===== src/rtl/hc85_cascade_seq.sv =====
// Purpose: walks two WIDTH-bit operands through one external 4-bit HC85 comparator, LSB nibble first, chaining cascade.
// Latency: START accepted at edge 0, NIB RUN cycles, one FIN cycle; DONE and result visible after edge NIB+1.
// Backpressure: none; START is only accepted in IDLE and ignored while BUSY is high.
module hc85_cascade_seq #(
  parameter int WIDTH = 16,
  parameter int NIB   = WIDTH / 4,
  parameter int IW    = (NIB > 1) ? $clog2(NIB) : 1
) (
  input  logic             CLK,
  input  logic             RST,
  input  logic             START,
  input  logic [WIDTH-1:0] A,
  input  logic [WIDTH-1:0] B,
  output logic             BUSY,
  output logic             DONE,
  output logic             QAGB,
  output logic             QASB,
  output logic             QAEB,
  output logic             ERR,
  output logic [3:0]       CA,
  output logic [3:0]       CB,
  output logic             CIAGB,
  output logic             CIASB,
  output logic             CIAEB,
  input  logic             CQAGB,
  input  logic             CQASB,
  input  logic             CQAEB
);

  typedef enum logic [1:0] {
    S_IDLE = 2'd0,
    S_RUN  = 2'd1,
    S_FIN  = 2'd2
  } state_t;

  localparam logic [IW-1:0] LAST_IDX = IW'(NIB - 1);

  state_t           r_state;
  logic [IW-1:0]    r_idx;
  logic [WIDTH-1:0] r_a;
  logic [WIDTH-1:0] r_b;
  // Running cascade triple: result of all nibbles compared so far.
  logic             r_g;
  logic             r_s;
  logic             r_e;
  logic             r_qagb;
  logic             r_qasb;
  logic             r_qaeb;
  logic             r_err;
  logic             r_done;

  logic [WIDTH-1:0] w_a_sh;
  logic [WIDTH-1:0] w_b_sh;
  logic             w_run;
  logic             w_onehot;

  assign w_run = (r_state == S_RUN);

  // The accumulated triple must be exactly one of greater/smaller/equal.
  assign w_onehot = ({r_g, r_s, r_e} == 3'b100) ||
                    ({r_g, r_s, r_e} == 3'b010) ||
                    ({r_g, r_s, r_e} == 3'b001);

  // Select the current nibble by shifting it down to the bottom.
  always_comb begin
    w_a_sh = r_a >> {r_idx, 2'b00};
    w_b_sh = r_b >> {r_idx, 2'b00};
  end

  // Comparator drive: active nibble and cascade in RUN, neutral "equal" otherwise.
  always_comb begin
    CA    = 4'd0;
    CB    = 4'd0;
    CIAGB = 1'b0;
    CIASB = 1'b0;
    CIAEB = 1'b1;
    if (w_run) begin
      CA    = w_a_sh[3:0];
      CB    = w_b_sh[3:0];
      CIAGB = r_g;
      CIASB = r_s;
      CIAEB = r_e;
    end
  end

  // Sequencer FSM with registered result, error and done outputs.
  always_ff @(posedge CLK or posedge RST) begin
    if (RST) begin
      r_state <= S_IDLE;
      r_idx   <= '0;
      r_a     <= '0;
      r_b     <= '0;
      r_g     <= 1'b0;
      r_s     <= 1'b0;
      r_e     <= 1'b1;
      r_qagb  <= 1'b0;
      r_qasb  <= 1'b0;
      r_qaeb  <= 1'b0;
      r_err   <= 1'b0;
      r_done  <= 1'b0;
    end else begin
      r_done <= 1'b0;
      case (r_state)
        S_IDLE: begin
          if (START) begin
            r_a     <= A;
            r_b     <= B;
            r_idx   <= '0;
            r_g     <= 1'b0;
            r_s     <= 1'b0;
            r_e     <= 1'b1;
            r_state <= S_RUN;
          end
        end
        S_RUN: begin
          // Comparator output for this nibble becomes cascade for the next one up.
          r_g <= CQAGB;
          r_s <= CQASB;
          r_e <= CQAEB;
          if (r_idx == LAST_IDX) begin
            r_state <= S_FIN;
          end else begin
            r_idx <= r_idx + 1'b1;
          end
        end
        S_FIN: begin
          r_qagb  <= r_g;
          r_qasb  <= r_s;
          r_qaeb  <= r_e;
          r_err   <= ~w_onehot;
          r_done  <= 1'b1;
          r_state <= S_IDLE;
        end
        default: begin
          r_state <= S_IDLE;
        end
      endcase
    end
  end

  assign BUSY = (r_state != S_IDLE);
  assign DONE = r_done;
  assign QAGB = r_qagb;
  assign QASB = r_qasb;
  assign QAEB = r_qaeb;
  assign ERR  = r_err;

endmodule

===== config.mk =====
export PLATFORM = sky130hd
export DESIGN_NAME = hc85_cascade_seq
export DESIGN_NICKNAME = d
export VERILOG_FILES = /design/src/rtl/hc85_cascade_seq.sv
export SDC_FILE = /design/constraint.sdc
export NUM_CORES = 1
export LEC_CHECK = 0
export ABC_AREA = 0
export CAP_MARGIN = 0
export CORE_ASPECT_RATIO = 1.4
export CORE_MARGIN = 8
export CORE_UTILIZATION = 31
export CTS_CLUSTER_DIAMETER = 50
export DETAILED_ROUTE_END_ITERATION = 8
export SLEW_MARGIN = 20
export SYNTH_ARGS = -nofsm -noshare
export SYNTH_HDL_FRONTEND = slang
export SYNTH_SLANG_ARGS = --single-unit

===== constraint.sdc =====
create_clock -name CLK -period 3 [get_ports CLK]
set_input_delay 0.3 -clock CLK [delete_from_list [all_inputs] [get_ports CLK]]
set_output_delay 0.3 -clock CLK [all_outputs]
set_load 0.01 [all_outputs]

# ---- After elaboration in Yosys (flattened, before gate mapping)
# Cells that the tools add are included.
dict set report word_totals {
  register_bits 44
  input_bits 38
}
dict set report classes {
  n_addsub 1
  eq_ne 9
  shifts 2
  mux 17
  bitwise 1
  n_reduce_logical 9
}
# cell count
set op_table {}
lappend op_table {{>> shifter 16 x 4 -> 4 bit} 2}
lappend op_table {{2-to-1 mux 2 bit} 4}
lappend op_table {{2-to-1 mux 4 bit} 2}
lappend op_table {{one-hot mux 2 bit (2 select lines)} 2}
lappend op_table {{2-to-1 mux 1 bit} 6}
lappend op_table {{one-hot mux 1 bit (2 select lines)} 3}
lappend op_table {{AND reduction 2 bit} 3}
lappend op_table {{equality test 2 bit (second input constant)} 2}
lappend op_table {{inequality test 2 bit (second input constant)} 2}
lappend op_table {{nonzero test 2 bit} 2}
lappend op_table {{equality test 3 x 1 -> 1 bit (second input constant)} 1}
lappend op_table {{equality test 3 x 2 -> 1 bit (second input constant)} 1}
lappend op_table {{equality test 3 bit (second input constant)} 1}
lappend op_table {{AND reduction 3 bit} 1}
lappend op_table {{adder 2 x 1 -> 2 bit (second input constant)} 1}
lappend op_table {{equality test 2 x 1 -> 1 bit (second input constant)} 1}
lappend op_table {{zero test 2 bit} 1}
lappend op_table {{logical OR 1 bit} 2}
lappend op_table {{inequality test 2 x 1 -> 1 bit (second input constant)} 1}
lappend op_table {{NOT 1 bit} 1}

# ---- Depth between registers and ports, before layout
# Gate-level depths: netlist of run 1.
dict set report logic_depth {
  word_depth 4
  ltp_mapped 5
}

# ---- Worst setup path after synthesis of run 1
# OpenSTA, ideal clock, no wires.
dict set report synth_timing {
  path_kind {register -> output}
  from {reg r_idx[0]}
  to {out CA[0]}
  arrival_time_ns 1.176
  required_time_ns 2.700
  path_slack_ns 1.524
  stages_incl_launch_ff 4
  n_path_buf 1
  cell_sequence {dfrtp_1 -> buf_6 -> mux4_2 -> and2_1}
}
dict set report synth_between {
  elab_chain_cells 2
}
# item line
set synth_lines {}
lappend synth_lines {{start, declared} 39} ;# logic [IW-1:0] r_idx;
lappend synth_lines {{start signal, assigned} 123} ;# r_idx <= r_idx + 1'b1;
lappend synth_lines {{>> shifter 16 x 4 -> 4 bit} 66} ;# w_a_sh = r_a >> {r_idx, 2'b00};
lappend synth_lines {{2-to-1 mux 4 bit} 77} ;# if (w_run) begin
lappend synth_lines {{end, declared} 20} ;# output logic [3:0] CA,
# No other way between the ends.

# ---- Worst setup path in the final report of run 1
dict set report layout_timing {
  from {reg r_idx[0]}
  to {out CB[0]}
}
dict set report layout_between {
  elab_chain_cells 2
}
# item line
set layout_lines {}
lappend layout_lines {{>> shifter 16 x 4 -> 4 bit} 67} ;# w_b_sh = r_b >> {r_idx, 2'b00};
lappend layout_lines {{2-to-1 mux 4 bit} 77}
lappend layout_lines {{end, declared} 21} ;# output logic [3:0] CB,
# No other way between the ends.

==> results.md, run 1 <==
Logic synthesis:
- The number of enable-type register cells in the synthesized netlist is 0.
- The number of nets in the synthesized netlist is 171.
- The count of state elements after synthesis is 44.
- The mean post-synth cell area is 15.65 sq um.
- The mapped netlist covers 2066 sq um.
- Yosys printed 0 warnings.
- In this run, distinct cell masters in the synthesized netlist total 25.
- The sequential fraction of the synthesis area is about 53%.
- After synthesis, the share of flip-flops with an asynchronous set or reset is 100.0%.
- Synthesis produced a netlist whose cell count is around 130.
- The main flop type after synthesis is dfrtp_1.

CTS:
- After clock tree synthesis, the clock-pin slew on the worst setup and hold paths is 0.08 ns.
- In this run the deepest clock path goes through 2 buffers.
- Counting the buffers created by CTS gives 5.
- The maximum level of the CTS H-tree is 2.
- The post-CTS setup buffer count is 0.
- The number of hold buffers added after cts is 0.
- The worst-skew pair later-pin latency is 0.29 ns.
- The root buffer cell is clkbuf_8.
- The CTS tree is yes.
- The number of sinks on the clock net is 44.
- The post-cts sizing count is 0.

Placement:
- Detailed placement finished with a half-perimeter wire length of 3094 um.
- Once placement completed, the tool counted placed cells totaling 253.
- The cell area after placement is 2621 sq um.
- The final estimated routing congestion in global placement is 0.6620.
- The number of buffer cells added on primary ports is 54.

Run status:
- The flow ran to the end, and the final reports show no timing, DRC or antenna violations.

Floorplan:
- The overall die area is 9569 sq um.
- The core region area is 6525 sq um.
- The number of top-level pins is 55.
- The overall die width is 84.99 um.
- Once the floorplan was initialized, standard cells occupied 31.66% of the core.
- The placement row count is 35.
- The die extent in y is 112.6 um.

Timing:
- The clock arrives with 0.006140 ns of skew.
- The hold violation total from the final report is 0.
- Hold is met by 0.5007 ns.
- The total negative slack for setup checks is 0 ns.
- The final worst-path cycle share is 84.60%.
- The max-slew headroom at the worst pin is 38.46%.
- The time the final worst path needs with I/O delays and setup is roughly 2.5 ns.
- Setup violations remaining at the end of the flow were counted as 0.
- The final number of max-transition violations is 0.
- Setup repair after global routing left no endpoint under its margin.
- The slew of the pin with the lowest slew margin is 0.9217 ns.
- Timing would allow up to 394.0 MHz.

Layout:
- The finished cells cover ~2700 sq um.
- The library cell used most frequently in the layout, excluding fill and tap cells, is clkdlybuf4s50_1.
- In the layout the commonest cells are 54 x clkdlybuf4s50_1, 43 x dfrtp_1, 20 x mux2_2.
- The area growth from synthesis to layout is 32.10%.
- The final layout net count is 225.
- The final standard cell count with taps included and fillers excluded is 261.
- The number of diodes is 0.
- The proportion of layout cells with a drive suffix above 1 is 30.48%.

Detailed routing:
- For this run, design rule violations remaining after detail routing come to 0.
- In this run, the number of DRC markers left after iteration 0 of detailed routing was 16.
- The average detailed-routed wire length per instance is 16.75 um.
- The final layout contains routed wiring with a total length of 4372 um.
- The average vias per placed instance is 4.605.
- The first detailed-routing pass ran for 3 iterations.
- The residual antenna-violating net count after detailed routing is 0.
- The detailed router placed 1202 vias in this run.

Setup path:
- For this run, the slowest stage of the critical path takes between 0.7 and 0.8 ns.
- The class of the most critical setup path is flip-flop to output port.
- STA puts the critical path data required time at roughly 2.7 ns.
- The critical path arrival is 2.24 ns.
- The capturing element type of the critical path is an output port.
- The number of buffers and inverters on the critical path is 1.
- The cell family contributing the most delay on the critical path is flip-flops.
- Walking the worst path, the cells encountered are mux4_2 > and2_1 > clkdlybuf4s50_1.
- The worst setup path is launched from a flip-flop.
- The maximum fanout along the worst path is 10.
- The slowest library cell on the worst path is dfrtp_1.

Run:
- Across the run, the number of max-cap violations was 0.

Global routing:
- Global routing used under 10% of the available tracks.
- The first global-routing pass estimated 7231 um of wire.
- The aggregate global routing overflow is 0.
- The pin count of the biggest net entering global routing is 45.
- The number of antenna violations at the first check in global routing is 0.
- The via count of the first global-routing pass is ~1.4k.

Power and ir drop:
- After layout, the design draws a total of 2889 uW.
- In this run the static leakage power is ~0.0011 uW.
- In this run the power density over the cells is 1059 nW/um^2.
- The worst ir drop on vdd is between 0.0003 and 0.0004 V.

Hold path:
- The tightest min-delay check is of the input port to flip-flop type.
## path summary, 6_finish.rpt
path	depth (start not counted)	end	slack (ns)	start
max in group asynchronous	2	r_g$_DFFE_PP0P_	1.90	RST
min	3	r_e$_DFFE_PP1P_	0.50	CQAEB
max reg2reg	4	r_idx[0]$_DFFE_PP0P_	1.23	r_idx[0]$_DFFE_PP0P_
min reg2reg	1	r_b[2]$_DFFE_PP0P_	0.51	r_b[2]$_DFFE_PP0P_
max	3	CB[0]	0.46	r_idx[0]$_DFFE_PP0P_
min in group asynchronous	2	r_a[3]$_DFFE_PP0P_	0.52	RST
## registers in the layout, summed over array words and instances, names as in the netlist, 2 cells and up
signal   count
r_a         16
r_b         16
r_state      2
r_idx        2
## area by class of cell
| cell class | instances | area [sq um] |
|---|---|---|
| inverter | 2 | 7.507 |
| timing repair buffer | 55 | 548.0 |
| sequential | 44 | 1102 |
| clock buffer | 6 | 72.57 |
| clock inverter | 2 | 35.03 |
| fill | 588 | 3796 |
| multi-input combinational | 78 | 870.8 |
| tap | 74 | 92.59 |
## synthesized netlist by cell type, types with 2 or more instances
cell type  count  area (sq um)
mux2_4        17         255.2
buf_12         2         40.04
mux4_2         8         180.2
and2_1        11         68.82
dfrtp_1       43          1076
nand2_1        6         22.52
clkbuf_2       2         10.01
o21ai_0        5         25.02
buf_6          2         22.52
inv_1          2         7.510
mux2_2        20         225.2
## kinds of logic (layout without fill, tap and decap cells)
logic type | Yosys count | in the layout | share of synthesized area, %
xor gates and xnor gates | 1 | 1 | 0.4241
adders and majority gates | 1 | 1 | 0.6056
muxes | 45 | 45 | 31.98
buffers and inverters | 10 | 65 | 4.785
DFF | 44 | 44 | 53.36
and+or+nand+nor | 25 | 25 | 7.209
AOI/OAI and AO/OA | 6 | 6 | 1.635
## power breakdown
group,internal [uW],switching (uW)
registers,893,231
logic,887,432
clock network,247,198
## per-stage QoR
stage / util, % / setup slack, ns
floorplan: - / 1.524
global placement: 40.17 / 0.7304
detailed placement: 40.17 / 0.7421
CTS: 41.82 / 0.3833
global route: 41.82 / 0.3139
finish: 41.82 / 0.4620
## per-layer routing
layer / vias up / part of all wire, % / global-route usage, %
li1: 570 / - / -
met5: - / 0 / 0
met3: 4 / 4.6 / 2.705
met1: 595 / 43 / 11.33
met4: 0 / 1.6 / 5.012
met2: 33 / 51 / 15.90
## tightest hold or removal path, stage by stage
cell	delay, ns
clkdlybuf4s50_1	0.40
nand2_1	0.06
nand2_1	0.04
(Power assumes the default switching activity.)
==> run 2: changes to the inputs <==
==> constraint.sdc (replaced) <==
create_clock -name CLK -period 2.6 [get_ports CLK]
set_input_delay 0.26 -clock CLK [delete_from_list [all_inputs] [get_ports CLK]]
set_output_delay 0.26 -clock CLK [all_outputs]
set_load 0.01 [all_outputs]
==> run 2 against run 1 <==
Sequential cell count did not move; non-clock buffer count rose by 1; design area is 0.78% higher; largest cell class unchanged; count of clock-buffer cells in the layout unchanged; clock power increased by 15%; critical path depth unchanged; first-iteration DRC count grew to 3.4 times the previous value; die area unchanged; critical path type unchanged; global-route usage hardly changed.
==> results.md, run 2 (synthesis gave the netlist of run 1 again) <==
Detailed routing:
- The number of optimization iterations in the first detailed-route pass is 2.
- The average detailed-routed wire length per instance is ~17 um.
- The average vias per placed instance is 4.618.
- The residual antenna-violating net count after detailed routing is 0.
- The via count of the routed design is 1210.
- In this run, the number of DRC markers left after iteration 0 of detailed routing was 55.
- The number of remaining DRC errors is 0.
- Wires add up to 4372 um.

Power and ir drop:
- VDD sags by at most 0.0006399 V.
- The design draws between 3000 and 4000 uW.
- Power spread over the standard cell area amounts to 1215 nW/um^2.
- The total leakage power is 0.001153 uW.

Setup path:
- The maximum fanout along the worst path is 10.
- The startpoint of the worst register-to-register path is r_idx[1]$_DFFE_PP0P_.
- The worst setup path is captured at an output port.
- The worst path required time is between 2 and 2.5 ns.
- The critical path is of the flip-flop to output port type.
- The critical path arrival is 2.05 ns.
- The worst register-to-register path ends at r_idx[0]$_DFFE_PP0P_.
- The number of cells on the worst reg-to-reg path is 4.
- In this run the register-to-register setup slack is 0.98 ns.
- The worst setup path is launched from a flip-flop.

Timing:
- The max-slew headroom at the worst pin is 68.79%.
- Setup repair after global routing left no endpoint under its margin.
- The worst path in the final design needs a cycle of 2.313 ns, including I/O delays and setup.
- Across all setup checks in the final design, the least slack found is around 0.29 ns.
- For the pin with the worst max-slew slack, the measured transition is 0.4681 ns.
- The final-report setup violation count is 0.
- The clock arrives with 0.009507 ns of skew.
- The total negative slack for setup checks is 0 ns.
- The final number of max-transition violations is 0.
- The hold violation total from the final report is 0.
- The worst hold slack is 0.2554 ns.
- In the finished design, the share of the clock period the worst path needs comes to 88.98%.
- Based on the critical path, the design can be clocked at up to ~430 MHz.

Layout:
- Once layout is done, the placed cells without fillers occupy 2750 sq um.
- The largest registers in the layout are r_a: 16 flops, r_b: 16 flops.
- After filler insertion, the fill cell instance count of the layout stands at 619.
- The area growth from synthesis to layout is 33.13%.
- The number of diodes is 0.
- In the final layout, the share of cells above drive strength 1 is 31.38%.
- The final layout contains about 230 nets.
- Leaving out fill and tap cells, the most frequent cells in the layout are 54 x clkdlybuf4s50_1, 42 x dfrtp_1, 20 x mux2_2.
- Leaving out fill and tap cells, the most frequent cell in the layout is clkdlybuf4s50_1.

Placement:
- The cell area after placement is 2641 sq um.
- At the end of routability-driven placement, the weighted congestion stood at between 0.6 and 0.7.
- The number of buffer cells added on primary ports is 54.
- Summed over all nets, the half-perimeter wirelength after detailed placement is 3222 um.
- Before CTS, the worst setup slack after placement is approximately 0.38 ns.

CTS:
- The post-CTS setup buffer count is 0.
- The number of sinks on the clock net is 44.
- In this run the number of H-tree levels came out at 2.
- The total CTS buffers is 5.
- After clock tree synthesis, the repair step resized 0 gates.
- The clock-pin transition on the worst setup and hold timing paths is 0.09 ns.
- No sink is reached through more buffers than the 2 on the longest clock path.
- The worst-skew pair later-pin latency is roughly 0.3 ns.
- The number of hold buffers added after CTS was 0.
- Clock tree synthesis selected as its root buffer the cell clkbuf_8.
- The CTS tree is yes.

Global routing:
- Entering global routing, the biggest net connects 37 pins.
- The overall routing resource usage is 9.740%.
- The aggregate global routing overflow is 0.
- The via count of the first global-routing pass came to 1428.
- The number of antenna violations at the first check in global routing is 0.
- The first global-routing pass estimated 7162 um of wire.

Floorplan:
- The placement row count is 35.
- The total area inside the core boundary comes to 6525 sq um.
- The floorplan step defined a die boundary enclosing 9569 sq um.
- The overall die width is 84.99 um.
- During I/O placement, the number of pins put on the boundary was 55.
- For this configuration, the core starts out at a cell density of 31.66%.
- The die extent in y is 112.6 um.

Run status:
- The run finished with clean final reports.

Hold path:
- The worst hold-check path type is input port to async pin.

Run:
- The max-cap check violation count is 0.
-- run 2: critical path, stage by stage (launching register included) --
cell and delay [ns]:
dfrtp_2 0.57, mux4_2 0.54, and2_1 0.18, clkdlybuf4s50_1 0.48
-- run 2: layout make-up --
class | count | area, sq um | area share [%]
Timing Repair Buffer | 56 | 568.0 | 20.66
Inverter | 2 | 7.507 | 0.2730
Tap cell | 74 | 92.59 | 3.367
Clock inverter | 2 | 35.03 | 1.274
Clock buffer | 6 | 72.57 | 2.639
Sequential cell | 44 | 1104 | 40.13
Multi-Input combinational cell | 78 | 870.8 | 31.67
-- run 2: worst max path at each step --
| stage | slack (ns) | startpoint | cells past startpoint | endpoint |
|---|---|---|---|---|
| 2_1_floorplan | 1.16 | r_idx[0]$_DFFE_PP0P_ | 3 | CA[0] |
| 6_report | 0.29 | r_idx[0]$_DFFE_PP0P_ | 3 | CB[0] |
| 3_3_place_gp | 0.37 | r_idx[0]$_DFFE_PP0P_ | 3 | CB[1] |
| 3_5_place_dp | 0.38 | r_idx[0]$_DFFE_PP0P_ | 3 | CB[1] |
| 5_1_grt | 0.17 | r_idx[0]$_DFFE_PP0P_ | 3 | CB[0] |
| 4_1_cts | 0.05 | r_idx[0]$_DFFE_PP0P_ | 3 | CB[1] |
-- run 2: routing by layer --
layer | GRT usage [%] | wire (um) | part of all wire, %
met1 | 10.56 | 1799 | 41
met2 | 16.74 | 2289 | 52
met3 | 2.778 | 195 | 4.5
met4 | 5.012 | 87 | 2.0
met5 | 0 | 0 | 0
-- run 2: per-stage QoR --
stage | utilization (%) | instances
2_1_floorplan | - | 132
3_3_place_gp | 40.48 | 254
3_5_place_dp | 40.48 | 254
4_1_cts | 42.13 | 262
5_1_grt | 42.15 | 262
6_report | 42.15 | 262
-- run 2: power by group --
group / internal, uW / switching, uW
clock: 285 / 228
sequential: 1030 / 265
combinational: 1040 / 495
total: 2350 / 988
==> run 3: changes to the inputs <==
--- a/config.mk
+++ b/config.mk
@@ -12,6 +12,8 @@
 export CORE_UTILIZATION = 31
 export CTS_CLUSTER_DIAMETER = 50
 export DETAILED_ROUTE_END_ITERATION = 8
+export REMOVE_ABC_BUFFERS = 1
+export SETUP_SLACK_MARGIN = 0.5
 export SLEW_MARGIN = 20
 export SYNTH_ARGS = -nofsm -noshare
 export SYNTH_HDL_FRONTEND = slang
==> run 3 against run 2 <==
Power is 2.7% higher; sequential power hardly changed; combinational power is 5% higher; hold slack better by 0.054 ns; fmax is 14% higher; sequential cell count stayed put; sequential share of layout area is 0.90 points lower; die area stayed put; design area is 2.6% higher; clock skew is 0.0044 ns lower; utilization is 1.1 points higher; critical endpoint is now CA[1]; highest routed layer unchanged.
==> results.md, run 3 (synthesis gave the netlist of run 1 again) <==
Power and ir drop:
- For this design the static power due to leakage is 0.001222 uW.
- In this run the power density over the cells is ~1200 nW/um^2.
- The worst ir drop on vdd is 0.0004205 V.

Setup path:
- The number of buffers and inverters on the critical path is 2.
- The worst setup path is of the flip-flop to output port kind.
- The maximum cell stage delay along the critical path is 0.50 ns.
- The critical path goes through buf_4 > mux4_2 > and2_1 > dlygate4sd2_1.
- The slowest library cell on the worst path is dfrtp_4.
- STA classifies the critical path startpoint as a flip-flop.
- Among cell families on the critical path, the largest total delay comes from flip-flops.
- In this run the worst path has a maximum fanout of 4.
- The setup check on the worst reg-to-reg path leaves a slack of 0.81 ns.
- For the worst setup path, the data arrival time is 1.78 ns.
- For the worst setup path, the data required time is 2.34 ns.
- The capturing element type of the critical path is an output port.

Layout:
- The repair_antennas step left the layout with diodes totalling 0.
- Summing all non-filler instances in the final layout gives an area of 2823 sq um.
- The most frequent standard cell in the layout excluding fill and tap cells is clkdlybuf4s50_1.
- Excluding fillers, the count of instances in the completed layout stands at 270.
- In the final design database the tool counted 234 nets.
- The largest registers in the layout are r_a: 16 flops, r_b: 16 flops.
- The area taken by multi-input logic gates is 873.3 sq um.
- Cells with a size suffix above 1 make up 36.22% of the layout.
- The number of filler cells placed in the layout is 614.
- The area growth from synthesis to layout is 36.64%.
- Registers take 1107 sq um.
- Leaving out fill and tap cells, the most frequent cells in the layout are 46 x clkdlybuf4s50_1, 41 x dfrtp_1, 20 x mux2_2.

Detailed routing:
- The number of optimization iterations in the first detailed-route pass is 2.
- The detail route stage leaves a number of antenna-violating nets equal to 0.
- The via count of the routed design is 1254.
- After detailed routing, the number of remaining DRC violations is 0.
- For this block, the initial DRC count from the detailed router was 46.
- Dividing the detail-routed wire length by the instance count gives 16.31 um.
- In the routed layout, each cell is associated on average with a via count of ~4.6.
- For this block, the routed nets add up to 4403 um of wire.

CTS:
- The maximum level of the CTS H-tree is 2.
- The buffer depth of the longest clock path is 2.
- The tree is rooted in a clkbuf_8.
- The number of hold buffers added after cts is 0.
- The worst-skew pair later-pin latency is between 0.2 and 0.3 ns.
- The number of sinks on the clock net is between 40 and 50.
- TritonCTS created 5 clock buffers.
- TritonCTS built the clock tree.
- After clock tree synthesis, the clock-pin slew on the worst setup and hold paths is 0.08 ns.

Global routing:
- The number of antenna violations at the first check in global routing came to 0.
- The via count of the first global-routing pass came to around 1.5k.
- The global-route wire length before repair is 7410 um.
- The overall routing resource usage is 9.904%.
- Entering global routing, the biggest net connects 25 pins.
- The aggregate global routing overflow is 0.

Placement:
- The total half-perimeter wirelength after legalization and detailed placement is about 3200 um.
- The final estimated routing congestion in global placement is 0.7098.
- Summing all placed instances gives a cell area of 2644 sq um.
- The number of placed instances, taps included, is 256.
- OpenSTA, run right after detailed placement, puts the worst setup slack at 0.3265 ns.
- The number of buffer cells added on primary ports is 54.

Timing:
- The final number of max-transition violations is 0.
- The slew of the pin with the lowest slew margin is between 0.5 and 0.6 ns.
- The tightest hold path in the finished design has a slack of 0.3098 ns.
- After routing, the total negative slack on setup checks comes to 0 ns.
- The final worst-path cycle share is 78.36%.
- The time the final worst path needs with I/O delays and setup is 2.037 ns.
- Headroom to the max-slew limit came out at 66.47%.
- On the final layout, the worst clock skew is 0.005073 ns.
- The upper clock frequency limit is 490.8 MHz.
- The hold violation total from the final report came to 0.
- The final-report setup violation count is 0.
- The post-route worst setup slack is 0.5626 ns.
- Setup repair after global routing left no endpoint under its margin.

Floorplan:
- The total area inside the core boundary comes to 6525 sq um.
- The overall die width is 84.99 um.
- The effective utilization at floorplan is between 30% and 40%.
- The die is 112.6 um tall.
- The floorplan step defined a die boundary enclosing between 9000 and 10000 sq um.
- Row generation in the floorplan step produced 35 rows.
- In this run the count of I/O pins placed on the die edge is 55.

Run status:
- The flow ran to the end, and the final reports show no timing, DRC or antenna violations.

Run:
- Max-cap violations in this run came to 0.

Hold path:
- The path class of the tightest hold or removal check is input port to async pin.
run 3: changes by cell type in the layout (fill, tap and decap cells not counted), moves of 2 or more:
cell	previous run	this run
buf_4	1	9
clkbuf_8	5	7
clkdlybuf4s15_1	0	5
clkdlybuf4s50_1	54	46
run 3: worst register-to-register path: stages (launching register included):
cell and delay (ns):
dfrtp_4 0.50, buf_6 0.15, buf_4 0.13, ha_1 0.20
nor3b_1 0.32, nor2_1 0.12, mux2_2 0.27
run 3: layer usage:
metal / vias to the layer above / part of all wire, % / track usage (%)
met3: 4 / 5.7 / 3.509
li1: 587 / - / -
met4: 0 / 0.91 / 3.580
met1: 630 / 40 / 10.50
met5: - / 0 / 0
met2: 33 / 53 / 17.47
run 3: through the flow:
stage                     utilization (%)  power [uW]
after floorplan                         -        2248
after global placement              40.52        2849
after detailed placement            40.52        2870
after CTS                           43.01        3470
after global routing                43.26        3684
final                               43.26        3433
run 3: where the power goes:
group          switching (uW)  total (uW)  leakage, uW  internal (uW)
registers                 233        1270     0.000523           1040
logic                     550        1600     0.000634           1050
clock network             225         564    0.0000645            339
total                    1010        3430      0.00122           2430
run 3: worst paths after layout:
path,startpoint,end,cells after the start
worst max-delay path,r_idx[0]$_DFFE_PP0P_,CA[1],4
worst min-delay path,RST,QAGB$_DFFE_PP0P_,2
worst max register to register,r_idx[0]$_DFFE_PP0P_,r_idx[0]$_DFFE_PP0P_,6
worst min register to register,r_b[8]$_DFFE_PP0P_,r_b[8]$_DFFE_PP0P_,1
max in group asynchronous,RST,ERR$_DFFE_PP0P_,3
min in group CLK,CQAEB,r_e$_DFFE_PP1P_,3
run 3: layout make-up:
class,count,area share (%)
flip-flops and latches,44,39.23
multi-input cells,78,30.94
repair buffers,64,21.81
clock buffers,7,3.413
well taps,74,3.280
clock inverters,1,1.064
inverters,2,0.2660
run 3: what timing repair did:
action / in CTS / in global routing
buffers inserted: 5 / 1
resized for setup: 13 / 9
endpoints found under the setup margin: 11 / 9
